`config.mk`:
```
export PLATFORM = sky130hd
export DESIGN_NAME = uart_tx_scheduler
export DESIGN_NICKNAME = d
export VERILOG_FILES = /design/src/rtl/uart_tx_scheduler.sv
export SDC_FILE = /design/constraint.sdc
export NUM_CORES = 1
export LEC_CHECK = 0
export ABC_AREA = 1
export BUFFER_PORTS_ARGS = -buffer_cell sky130_fd_sc_hd__buf_2
export CORE_MARGIN = 2
export CORE_UTILIZATION = 45
export CTS_BUF_LIST = sky130_fd_sc_hd__clkbuf_8
export DETAILED_ROUTE_END_ITERATION = 12
export PLACE_DENSITY_LB_ADDON = 0.08
export SETUP_SLACK_MARGIN = 0.5
export SLEW_MARGIN = 20
export SYNTH_ARGS = -nofsm -noshare
export SYNTH_HDL_FRONTEND = slang
export SYNTH_SLANG_ARGS = --single-unit
```
`constraint.sdc`:
```
create_clock -name clk -period 1.5 [get_ports clk]
set_clock_uncertainty 0.1 [all_clocks]
set_input_delay 0 -clock clk [delete_from_list [all_inputs] [get_ports clk]]
set_output_delay 0 -clock clk [all_outputs]
set_load 0.005 [all_outputs]
```
`src/rtl/uart_tx_scheduler.sv`:
```
// Two-requester round-robin arbiter feeding a tick-paced serializer (8N1 by default).
// Define UART_TX_PARITY_EN to insert an even-parity bit before the stop bit (8E1).
module uart_tx_scheduler #(
  parameter int DATA_BITS = 8
) (
  input  logic                 clk,
  input  logic                 reset,
  input  logic                 tick,
  input  logic                 req0,
  input  logic [DATA_BITS-1:0] data0,
  output logic                 ack0,
  input  logic                 req1,
  input  logic [DATA_BITS-1:0] data1,
  output logic                 ack1,
  output logic                 tx,
  output logic                 busy,
  output logic                 grant_id
);

  localparam int CW = (DATA_BITS > 1) ? $clog2(DATA_BITS) : 1;
  localparam logic [CW-1:0] LAST_BIT = CW'(DATA_BITS - 1);

  typedef enum logic [2:0] {
    S_IDLE,
    S_SYNC,
    S_START,
    S_DATA,
`ifdef UART_TX_PARITY_EN
    S_PARITY,
`endif
    S_STOP
  } state_t;

  state_t               state_q, state_d;
  logic [DATA_BITS-1:0] shreg_q, shreg_d;
  logic [DATA_BITS-1:0] sh_nxt;
  logic [CW-1:0]        cnt_q, cnt_d;
  logic                 tx_q, tx_d;
  logic                 busy_q, busy_d;
  logic                 ack0_q, ack0_d;
  logic                 ack1_q, ack1_d;
  logic                 gid_q, gid_d;
  // Id of the last requester served; resets to 1 so req0 wins the first tie.
  logic                 rr_q, rr_d;
  logic                 pick1;
`ifdef UART_TX_PARITY_EN
  logic                 par_q, par_d;
`endif

  always_comb begin
    state_d = state_q;
    shreg_d = shreg_q;
    cnt_d   = cnt_q;
    tx_d    = tx_q;
    busy_d  = busy_q;
    ack0_d  = 1'b0;
    ack1_d  = 1'b0;
    gid_d   = gid_q;
    rr_d    = rr_q;
    pick1   = 1'b0;
    sh_nxt  = shreg_q >> 1;
`ifdef UART_TX_PARITY_EN
    par_d   = par_q;
`endif
    case (state_q)
      S_IDLE: begin
        if (req0 || req1) begin
          pick1   = req1 && (!req0 || !rr_q);
          shreg_d = pick1 ? data1 : data0;
`ifdef UART_TX_PARITY_EN
          par_d   = pick1 ? ^data1 : ^data0;
`endif
          gid_d   = pick1;
          rr_d    = pick1;
          ack0_d  = !pick1;
          ack1_d  = pick1;
          busy_d  = 1'b1;
          state_d = S_SYNC;
        end
      end
      S_SYNC: begin
        if (tick) begin
          tx_d    = 1'b0;
          state_d = S_START;
        end
      end
      S_START: begin
        if (tick) begin
          tx_d    = shreg_q[0];
          cnt_d   = '0;
          state_d = S_DATA;
        end
      end
      S_DATA: begin
        if (tick) begin
          if (cnt_q < LAST_BIT) begin
            shreg_d = sh_nxt;
            tx_d    = sh_nxt[0];
            cnt_d   = cnt_q + CW'(1);
          end else begin
`ifdef UART_TX_PARITY_EN
            tx_d    = par_q;
            state_d = S_PARITY;
`else
            tx_d    = 1'b1;
            state_d = S_STOP;
`endif
          end
        end
      end
`ifdef UART_TX_PARITY_EN
      S_PARITY: begin
        if (tick) begin
          tx_d    = 1'b1;
          state_d = S_STOP;
        end
      end
`endif
      S_STOP: begin
        if (tick) begin
          busy_d  = 1'b0;
          state_d = S_IDLE;
        end
      end
      default: state_d = S_IDLE;
    endcase
  end

  always_ff @(posedge clk) begin
    if (reset) begin
      state_q <= S_IDLE;
      shreg_q <= '0;
      cnt_q   <= '0;
      tx_q    <= 1'b1;
      busy_q  <= 1'b0;
      ack0_q  <= 1'b0;
      ack1_q  <= 1'b0;
      gid_q   <= 1'b0;
      rr_q    <= 1'b1;
`ifdef UART_TX_PARITY_EN
      par_q   <= 1'b0;
`endif
    end else begin
      state_q <= state_d;
      shreg_q <= shreg_d;
      cnt_q   <= cnt_d;
      tx_q    <= tx_d;
      busy_q  <= busy_d;
      ack0_q  <= ack0_d;
      ack1_q  <= ack1_d;
      gid_q   <= gid_d;
      rr_q    <= rr_d;
`ifdef UART_TX_PARITY_EN
      par_q   <= par_d;
`endif
    end
  end

  assign tx       = tx_q;
  assign busy     = busy_q;
  assign ack0     = ack0_q;
  assign ack1     = ack1_q;
  assign grant_id = gid_q;

endmodule

```
==> flow_metrics.py, run 1 <==
metrics = {
    "drt": {
        "dr.pass1.iters": 4,
        "wire_per_inst_um": 12.0,
        "vias": 1171,
        "ant_nets": 0,
        "drcViolationCount": 0,
        "drtIter0Drc": 21,
        "drt_wl_total_um": 2790,
        "viasPerCell": 5.03,
    },
    "sta": {
        "fin_crit_ns": 1.45,
        "hold_viol_final": 0,
        "maxSlewHeadroom_pct": 70.1,
        "max_freq_ghz": 0.687,
        "rsz0062_at_grt": "yes",
        "setup_violations": 0,
        "hold_slack_ns": 0.00430,
        "period_share_pct": 97.0,
        "worstMarginPinSlew_ns": 0.446,
        "report.final.slew_viol_count": 0,
    },
    "power": {
        "ir_drop_mv": 1.02,
        "p_int_w": 0.00160,
        "p_per_area_nw_per_um2": 1750,
        "power_frac_clock_pct": 13.3,
        "switchingPower_w": 0.00107,
        "pwr-share-seq_pct": 30.7,
        "power_leakage_nw": 0.729,
        "combPwrFrac_pct": 56.0,
        "switching_share_pct": 40.1,
        "total_power_w": 0.00267,
    },
    "critical_path": {
        "reg2regPathDepth": 8,
        "path_class": "flip-flop to flip-flop",
        "r2r_setup_slack_ns": 0.05,
        "startpoint_type": "flip-flop",
        "worstPathRequired_ns": 1.55,
        "cp_num_cells": 8,
        "cpLargestDelayFamily": "simple AND/OR/NAND/NOR gates",
        "cp_slowest_cell": "dfxtp_4",
        "path_cells": "nand2_4, nor2_4, nand2_1, nand2_2, nor2_4, buf_4, o21ai_1, nor2_1",
        "critPathMaxStageDelay_ns": 0.39,
        "crit_fanout": 5,
        "r2r_end": "shreg_q[5]$_SDFFE_PP0P_",
        "cpMostUsedCell": "nor2_4",
        "worst-path-buf-inv": 1,
        "arrival_ns": 1.51,
        "end_kind": "flip-flop",
        "r2r_start": "state_q[1]$_SDFFE_PP0P_",
    },
    "global_route": {
        "grt_use_total_pct": 23.2,
        "grt_pass1_vias": 1086,
        "antenna_found_initial": 0,
        "grt_first_pass_wirelength_um": 4740,
        "gr-total-overflow": 0,
        "grt_max_degree": 12,
    },
    "floorplan": {
        "rows": 17,
        "start_util_pct": 47.5,
        "die_area_um2": 2710,
        "die_w_um": 52.1,
        "pin_count": 26,
        "core_um2": 2190,
        "die_h_um": 52.1,
    },
    "logic_synthesis": {
        "syn_inst": 163,
        "synth_area_um2": 1040,
        "yosys_warnings": 0,
        "ys.flop_type": "dfxtp_1",
        "yosys.area.top_type_share_pct": 38.5,
        "synth_area_leader_cell": "dfxtp_1",
        "ys_types": 20,
        "ys_top_cells_by_area": "dfxtp_1 (38%), nand2_1 (20%), nor2_1 (8.3%)",
        "synth-edff-count": 0,
        "synthArstFlopShare_pct": 0,
        "ys_seq_area_share_pct": 38.5,
        "synth_nets": 185,
        "avgSynthCellArea_um2": 6.39,
        "ys_ff_latch": 20,
    },
    "cells_and_area": {
        "utilization_pct": 69.7,
        "mostFrequentLayoutCell": "nand2_1",
        "n_fill_cell": 197,
        "multi_input_area_um2": 668,
        "nets": 228,
        "diodes": 0,
        "drive_above_1_share_pct": 35.1,
        "layout_common_cells": "nand2_1 (48), buf_2 (25), nor2_1 (19), dfxtp_1 (16)",
        "ff_latch_area_um2": 413,
        "area_delta_synth_final_pct": 46.6,
    },
    "clocking": {
        "ctsHtreeMaxLevel": 1,
        "cts_root_buf": "clkbuf_8",
        "tritoncts": "yes",
        "numCtsBuffers": 3,
        "cts_sinks": 20,
        "path_clk_slew_ns": 0.07,
        "ctsLongestPathBuffers": 2,
        "clock_latency_ns": 0.25,
    },
    "hold_path": {
        "hp-class": "input port to flip-flop",
        "hold_depth": 5,
        "hp-start": "data1[7]",
        "hold_end": "shreg_q[7]$_SDFFE_PP0P_",
    },
    "outcome": {
        "status": "finished, final reports clean",
    },
    "place": {
        "port_buffers": 25,
        "hpwl_um": 1730,
        "gp_congestion": 0.864,
    },
    "run": {
        "cap_violations": 0,
    },
}
==> cell type report <==
class | instances | share of cell area [%]
Tap cell | 28 | 2.30
Clock buffer | 3 | 2.70
Multi-Input combinational cell | 128 | 43.8
Clock inverter | 1 | 0.246
Timing Repair Buffer | 43 | 21.1
Sequential cell | 20 | 27.0
Inverter | 10 | 2.79
==> metrics by stage <==
stage	cells	cell area (µm²)	setup TNS (ns)	setup WS, ns
finish	233	1530	0	0.0451
global route	233	1530	-0.122	-0.0392
CTS	233	1510	0	0.103
detailed placement	212	1210	0	0.0344
global placement	212	1210	0	0.0457
floorplan	163	1070	0	0.174
==> layer usage <==
layer,part of all wire [%],vias to the layer above,GRT usage (%)
met5,0,-,0
met4,0.32,0,5.26
met3,2.4,2,2.59
met2,52,20,43.0
met1,45,539,28.2
li1,-,610,-
==> how the worst max path moves through the flow <==
stage	from	slack [ns]	endpoint
3_3_place_gp	state_q[0]$_SDFFE_PP0P_	0.05	shreg_q[1]$_SDFFE_PP0P_
3_5_place_dp	state_q[1]$_SDFFE_PP0P_	0.03	shreg_q[1]$_SDFFE_PP0P_
2_1_floorplan	state_q[1]$_SDFFE_PP0P_	0.17	shreg_q[0]$_SDFFE_PP0P_
5_1_grt	state_q[0]$_SDFFE_PP0P_	-0.04	state_q[0]$_SDFFE_PP0P_
4_1_cts	state_q[1]$_SDFFE_PP0P_	0.10	shreg_q[5]$_SDFFE_PP0P_
6_report	state_q[1]$_SDFFE_PP0P_	0.05	shreg_q[5]$_SDFFE_PP0P_
==> power groups by stage <==
stage / registers, W / logic (W) / clock network [W]
detailed placement: 0.000817 / 0.000946 / 0
floorplan: 0.000804 / 0.000802 / 0
global route: 0.000837 / 0.00165 / 0.000381
CTS: 0.000817 / 0.00145 / 0.000362
finish: 0.000820 / 0.00149 / 0.000354
global placement: 0.000811 / 0.000936 / 0
==> sequential cells by signal, indices dropped and copies added, names as in the netlist <==
name / flops
ack0: 1
ack1: 1
busy: 1
cnt_q: 3
grant_id: 1
rr_q: 1
shreg_q: 8
state_q: 3
tx: 1
==> cells in the mapped netlist (2+ instances only) <==
master and n:
a21oi_1 17, buf_2 2, clkbuf_1 2, dfxtp_1 20, inv_1 8, nand2_1 55, nand2_2 3, nand3_1 13
nor2_1 23, nor2_4 2, nor3_1 2, o21ai_0 2, o21ai_1 7
==> cells by family after synthesis <==
family	share of synthesized area (%)
buf+inv	6.37
compound gates	13.2
xor+xnor	0.841
simple gates	39.9
fa+ha+maj	1.20
flops	38.5
==> worst min-delay path: cells and delay by family <==
family | cells | cell delay [ns]
simple gates | 2 | 0.11
compound gates | 2 | 0.11
buf+inv | 1 | 0.09
==> repair_timing <==
action	in CTS	in global routing
buffers inserted	13	0
cloned	0	0
gates resized for setup	27	3
pin swaps	10	2
setup endpoints to repair	20	20
hold endpoints to repair	10	0
hold buffers	4	0
Power figures use the tool's default switching activity.
==> run 2: changes to the inputs <==
- CELL_PAD_IN_SITES_DETAIL_PLACEMENT: not set -> 0
- CELL_PAD_IN_SITES_GLOBAL_PLACEMENT: not set -> 1
- CORE_UTILIZATION: 45 -> 33
==> run 2 against run 1 <==
  * First-iteration DRC count is 24% lower
  * Via count fell by 3.6%
  * Sequential power fell by 0.5%
  * Critical endpoint is now shreg_q[1]$_SDFFE_PP0P_
  * Highest routed layer unchanged
  * Cell count increased by 4.7%
  * Wire length grew 0.54%
==> flow_metrics.py, run 2 (synthesis results as in run 1) <==
metrics = {
    "outcome": {
        "status": "finished, final reports clean",
    },
    "clocking": {
        "clock_latency_ns": 0.26,
        "numCtsBuffers": 3,
        "cts_root_buf": "clkbuf_8",
        "ctsLongestPathBuffers": 2,
        "path_clk_slew_ns": 0.07,
        "ctsHtreeMaxLevel": 1,
        "cts_sinks": 20,
        "tritoncts": "yes",
    },
    "cells_and_area": {
        "largest_register": "shreg_q",
        "drive_above_1_share_pct": 37.5,
        "nets": 223,
        "mostFrequentLayoutCell": "nand2_1",
        "n_fill_cell": 331,
        "area_delta_synth_final_pct": 42.9,
        "diodes": 0,
        "multi_input_area_um2": 683,
        "largest_register_ffs": 8,
        "ff_latch_area_um2": 415,
        "reg_top3": "shreg_q: 8 flops, cnt_q: 3 flops, state_q: 3 flops",
        "layout_common_cells": "nand2_1 (48), buf_2 (25), nor2_1 (18), dfxtp_1 (16), a21oi_1 (11)",
    },
    "place": {
        "hpwl_um": 1990,
        "gp_congestion": 0.808,
        "port_buffers": 25,
        "post-place-ws_ns": 0.0218,
    },
    "drt": {
        "ant_nets": 0,
        "wire_per_inst_um": 11.5,
        "vias": 1129,
        "dr.pass1.iters": 2,
        "viasPerCell": 4.63,
        "drtIter0Drc": 16,
        "drt_wl_total_um": 2810,
        "drcViolationCount": 0,
    },
    "power": {
        "p_per_area_nw_per_um2": 1690,
        "ir_drop_mv": 0.740,
        "power_leakage_nw": 0.693,
    },
    "global_route": {
        "grt_first_pass_wirelength_um": 4780,
        "antenna_found_initial": 0,
        "grt_pass1_vias": 1069,
        "grt_max_degree": 16,
        "grt_use_total_pct": 18.0,
        "gr-total-overflow": 0,
    },
    "critical_path": {
        "end_kind": "flip-flop",
        "path_cells": "nand2_4, nor2_4, nand2_2, nand2_2, inv_2, nor2_4, buf_12, nand2_1, nor2_1, nor2_1",
        "startpoint_type": "flip-flop",
        "arrival_ns": 1.47,
        "path_class": "flip-flop to flip-flop",
        "critPathMaxStageDelay_ns": 0.39,
        "crit_fanout": 15,
        "worstPathRequired_ns": 1.56,
        "cp_slowest_cell": "dfxtp_4",
    },
    "sta": {
        "fin_tns_setup_ns": 0,
        "max_freq_ghz": 0.708,
        "setup_slack_ns": 0.0874,
        "hold_viol_final": 0,
        "setup_violations": 0,
        "maxSlewHeadroom_pct": 66.4,
        "period_share_pct": 94.2,
        "worstMarginPinSlew_ns": 0.502,
        "report.final.slew_viol_count": 0,
        "fin_crit_ns": 1.41,
        "rsz0062_at_grt": "yes",
    },
    "floorplan": {
        "pin_count": 26,
        "start_util_pct": 34.4,
        "core_um2": 3030,
        "die_area_um2": 3620,
        "die_w_um": 60.2,
        "rows": 20,
        "die_h_um": 60.2,
    },
    "hold_path": {
        "hp-class": "input port to flip-flop",
    },
    "run": {
        "cap_violations": 0,
    },
}
-- run 2: cell types whose count changed in the layout (fill, tap and decap cells not counted), moves of 2 or more --
cell	change
nor2_2	+2
nand3_1	-2
o21ai_1	-2
nand3_2	+2
buf_12	-2
-- run 2: area by class of cell --
class | count | share of cell area (%)
multi-input combinational | 128 | 45.9
sequential | 20 | 27.9
timing repair buffer | 38 | 16.6
tap | 44 | 3.70
inverter | 10 | 2.86
clock buffer | 3 | 2.78
clock inverter | 1 | 0.252
-- run 2: per-layer routing --
| layer | up-vias | share of wire (%) | global-route usage (%) |
|---|---|---|---|
| li1 | 600 | - | - |
| met1 | 507 | 43 | 20.1 |
| met2 | 18 | 52 | 32.0 |
| met3 | 4 | 3.4 | 4.76 |
| met4 | 0 | 1.4 | 7.62 |
| met5 | - | 0 | 0 |
-- run 2: final timing paths --
path	to	slack (ns)	start	depth (start not counted)
max reg2reg	shreg_q[1]$_SDFFE_PP0P_	0.09	state_q[1]$_SDFFE_PP0P_	10
min	shreg_q[7]$_SDFFE_PP0P_	0.02	data1[7]	5
min reg2reg	rr_q$_SDFFE_PP1P_	0.36	rr_q$_SDFFE_PP1P_	2
max	shreg_q[1]$_SDFFE_PP0P_	0.09	state_q[1]$_SDFFE_PP0P_	10
-- run 2: what timing repair did --
item / CTS / global route
buffers inserted: 5 / 0
pin swaps: 3 / 3
resized for setup: 20 / 12
endpoints found under the hold margin: 10 / 0
hold buffers: 3 / 0
gates cloned: 0 / 0
setup endpoints to repair: 20 / 20
-- run 2: stage by stage --
step	util (%)	power [W]	hold slack (ns)	instance area (µm²)	cells
global route	49.1	0.00274	0.0323	1490	244
CTS	47.6	0.00246	0.00704	1440	244
global placement	41.6	0.00179	0.220	1260	232
finish	49.1	0.00252	0.0211	1490	244
detailed placement	41.6	0.00181	0.237	1260	232
floorplan	-	0.00161	0.0974	1070	163
-- run 2: where the power goes --
part / total (W) / leakage [nW] / switching [W] / internal (W)
clock network: 0.000360 / 0.0269 / 0.000177 / 0.000182
logic: 0.00134 / 0.498 / 0.000760 / 0.000581
registers: 0.000816 / 0.168 / 0.000114 / 0.000703
total: 0.00252 / 0.693 / 0.00105 / 0.00147
-- run 2: worst max-delay path, delay by kind of cell (launching register included) --
kind / cells / cell delay (ns)
buffers and inverters: 2 / 0.18
flip-flops: 1 / 0.39
AND/OR/NAND/NOR: 8 / 0.63
==> run 3: changes to the inputs <==
- CORE_MARGIN: 2 -> 10
- PLACE_DENSITY: not set -> 0.85
- PLACE_DENSITY_LB_ADDON: 0.08 -> not set
==> run 3 against run 2 <==
  * Sequential cell count unchanged
  * Maximum frequency decreased by 2.1%
  * Core utilization decreased by 0.66 points
  * Combinational power decreased by 5%
  * Worst setup slack got worse by 0.031 ns
  * Total power decreased by 2.3%
  * Non-clock buffer count increased by 1
  * Clock power about the same
  * Register-to-register slack got worse by 0.03 ns
  * Worst hold slack got worse by 0.017 ns
  * Cell count increased by 0.41%
==> flow_metrics.py, run 3 (synthesis results as in run 1) <==
metrics = {
    "sta": {
        "hold_slack_ns": 0.00416,
        "setup_violations": 0,
        "report.final.slew_viol_count": 0,
        "hold_viol_final": 0,
        "worstMarginPinSlew_ns": 0.503,
        "rsz0062_at_grt": "yes",
        "fin_crit_ns": 1.44,
        "max_freq_ghz": 0.693,
        "period_share_pct": 96.2,
        "fin_tns_setup_ns": 0,
        "maxSlewHeadroom_pct": 66.4,
    },
    "drt": {
        "viasPerCell": 4.58,
        "wire_per_inst_um": 11.6,
        "vias": 1122,
        "dr.max_layer_used": "met4",
        "met3_length_um": 123,
        "drt_wl_total_um": 2840,
        "drtIter0Drc": 66,
        "ant_nets": 0,
        "wl_met1_um": 1340,
        "drcViolationCount": 0,
        "dr.pass1.iters": 5,
        "wl_met2_um": 1330,
    },
    "cells_and_area": {
        "n_fill_cell": 296,
        "nets": 224,
        "diodes": 0,
        "drive_above_1_share_pct": 35.8,
        "utilization_pct": 48.5,
        "layout_common_cells": "nand2_1 (50), buf_2 (25), nor2_1 (19), dfxtp_1 (14), a21oi_1 (13)",
        "multi_input_area_um2": 664,
        "area_delta_synth_final_pct": 41.0,
        "fin_cells": 245,
        "largest_register": "shreg_q",
        "mostFrequentLayoutCell": "nand2_1",
        "ff_latch_area_um2": 415,
        "reg_top3": "shreg_q: 8 flops, cnt_q: 3 flops, state_q: 3 flops",
        "largest_register_ffs": 8,
    },
    "run": {
        "cap_violations": 0,
    },
    "place": {
        "gp_congestion": 0.801,
        "port_buffers": 25,
        "hpwl_um": 1990,
        "post-place-cells": 229,
    },
    "floorplan": {
        "rows": 20,
        "pin_count": 26,
        "core_um2": 3030,
        "die_area_um2": 5800,
        "die_h_um": 76.2,
        "die_w_um": 76.2,
        "start_util_pct": 34.4,
    },
    "critical_path": {
        "arrival_ns": 1.50,
        "crit_fanout": 7,
        "end_kind": "flip-flop",
        "startpoint_type": "flip-flop",
        "worstPathRequired_ns": 1.55,
        "path_class": "flip-flop to flip-flop",
    },
    "clocking": {
        "ctsLongestPathBuffers": 2,
        "cts_sinks": 20,
        "path_clk_slew_ns": 0.08,
        "ctsHtreeMaxLevel": 1,
        "numCtsBuffers": 3,
        "clock_latency_ns": 0.26,
        "tritoncts": "yes",
        "cts_root_buf": "clkbuf_8",
    },
    "power": {
        "power_leakage_nw": 0.689,
        "p_per_area_nw_per_um2": 1680,
        "total_power_w": 0.00246,
        "ir_drop_mv": 0.603,
    },
    "outcome": {
        "status": "finished, final reports clean",
    },
    "global_route": {
        "antenna_found_initial": 0,
        "grt_max_degree": 13,
        "grt_first_pass_wirelength_um": 4830,
        "grt_pass1_vias": 1142,
        "grt_use_total_pct": 9.50,
        "gr-total-overflow": 0,
    },
    "hold_path": {
        "hp-class": "input port to flip-flop",
    },
}
-- run 3: cell type report --
type	instances	area share (%)
tap	44	3.75
inverter	10	2.90
clock buffer	3	2.81
clock inverter	1	0.256
sequential	20	28.3
multi-input combinational	128	45.3
timing repair buffer	39	16.7
-- run 3: per-layer routing --
layer	track usage, %	up-vias
li1	-	599
met1	12.1	487
met2	15.0	31
met3	1.89	5
met4	4.46	0
met5	0	-
-- run 3: per-stage QoR --
stage	cell area, µm²	setup slack, ns
6_report	1470	0.0565
5_1_grt	1470	-0.0454
4_1_cts	1400	0.105
3_5_place_dp	1240	0.0184
3_3_place_gp	1240	0.0357
2_1_floorplan	1070	0.174
-- run 3: path summary, 6_finish.rpt --
path / start / to / slack (ns) / depth (start not counted)
worst max-delay path: state_q[1]$_SDFFE_PP0P_ / shreg_q[5]$_SDFFE_PP0P_ / 0.06 / 8
worst min-delay path: data0[7] / shreg_q[7]$_SDFFE_PP0P_ / 0.004 / 5
worst max register to register: state_q[1]$_SDFFE_PP0P_ / shreg_q[5]$_SDFFE_PP0P_ / 0.06 / 8
worst min register to register: rr_q$_SDFFE_PP1P_ / rr_q$_SDFFE_PP1P_ / 0.36 / 2
-- run 3: power breakdown --
part | switching, W | internal, W
sequential | 0.000118 | 0.000704
clock | 0.000180 | 0.000183
combinational | 0.000719 | 0.000555
-- run 3: timing repair --
action                                  in CTS  in global routing
buffers inserted                             5                  4
endpoints found under the setup margin      20                 20
pin swaps                                    2                 10
endpoints found under the hold margin       10                  0
hold buffers                                 3                  0
gates resized for setup                     15                 14
-- run 3: critical path, stage by stage (launching register included) --
cell and delay [ns]:
dfxtp_4 0.40, nand2_4 0.07, nor2_4 0.14, nand2_1 0.10, nand2_2 0.13, nor2_4 0.05, buf_4 0.15, o21ai_1 0.12
nor2_1 0.06
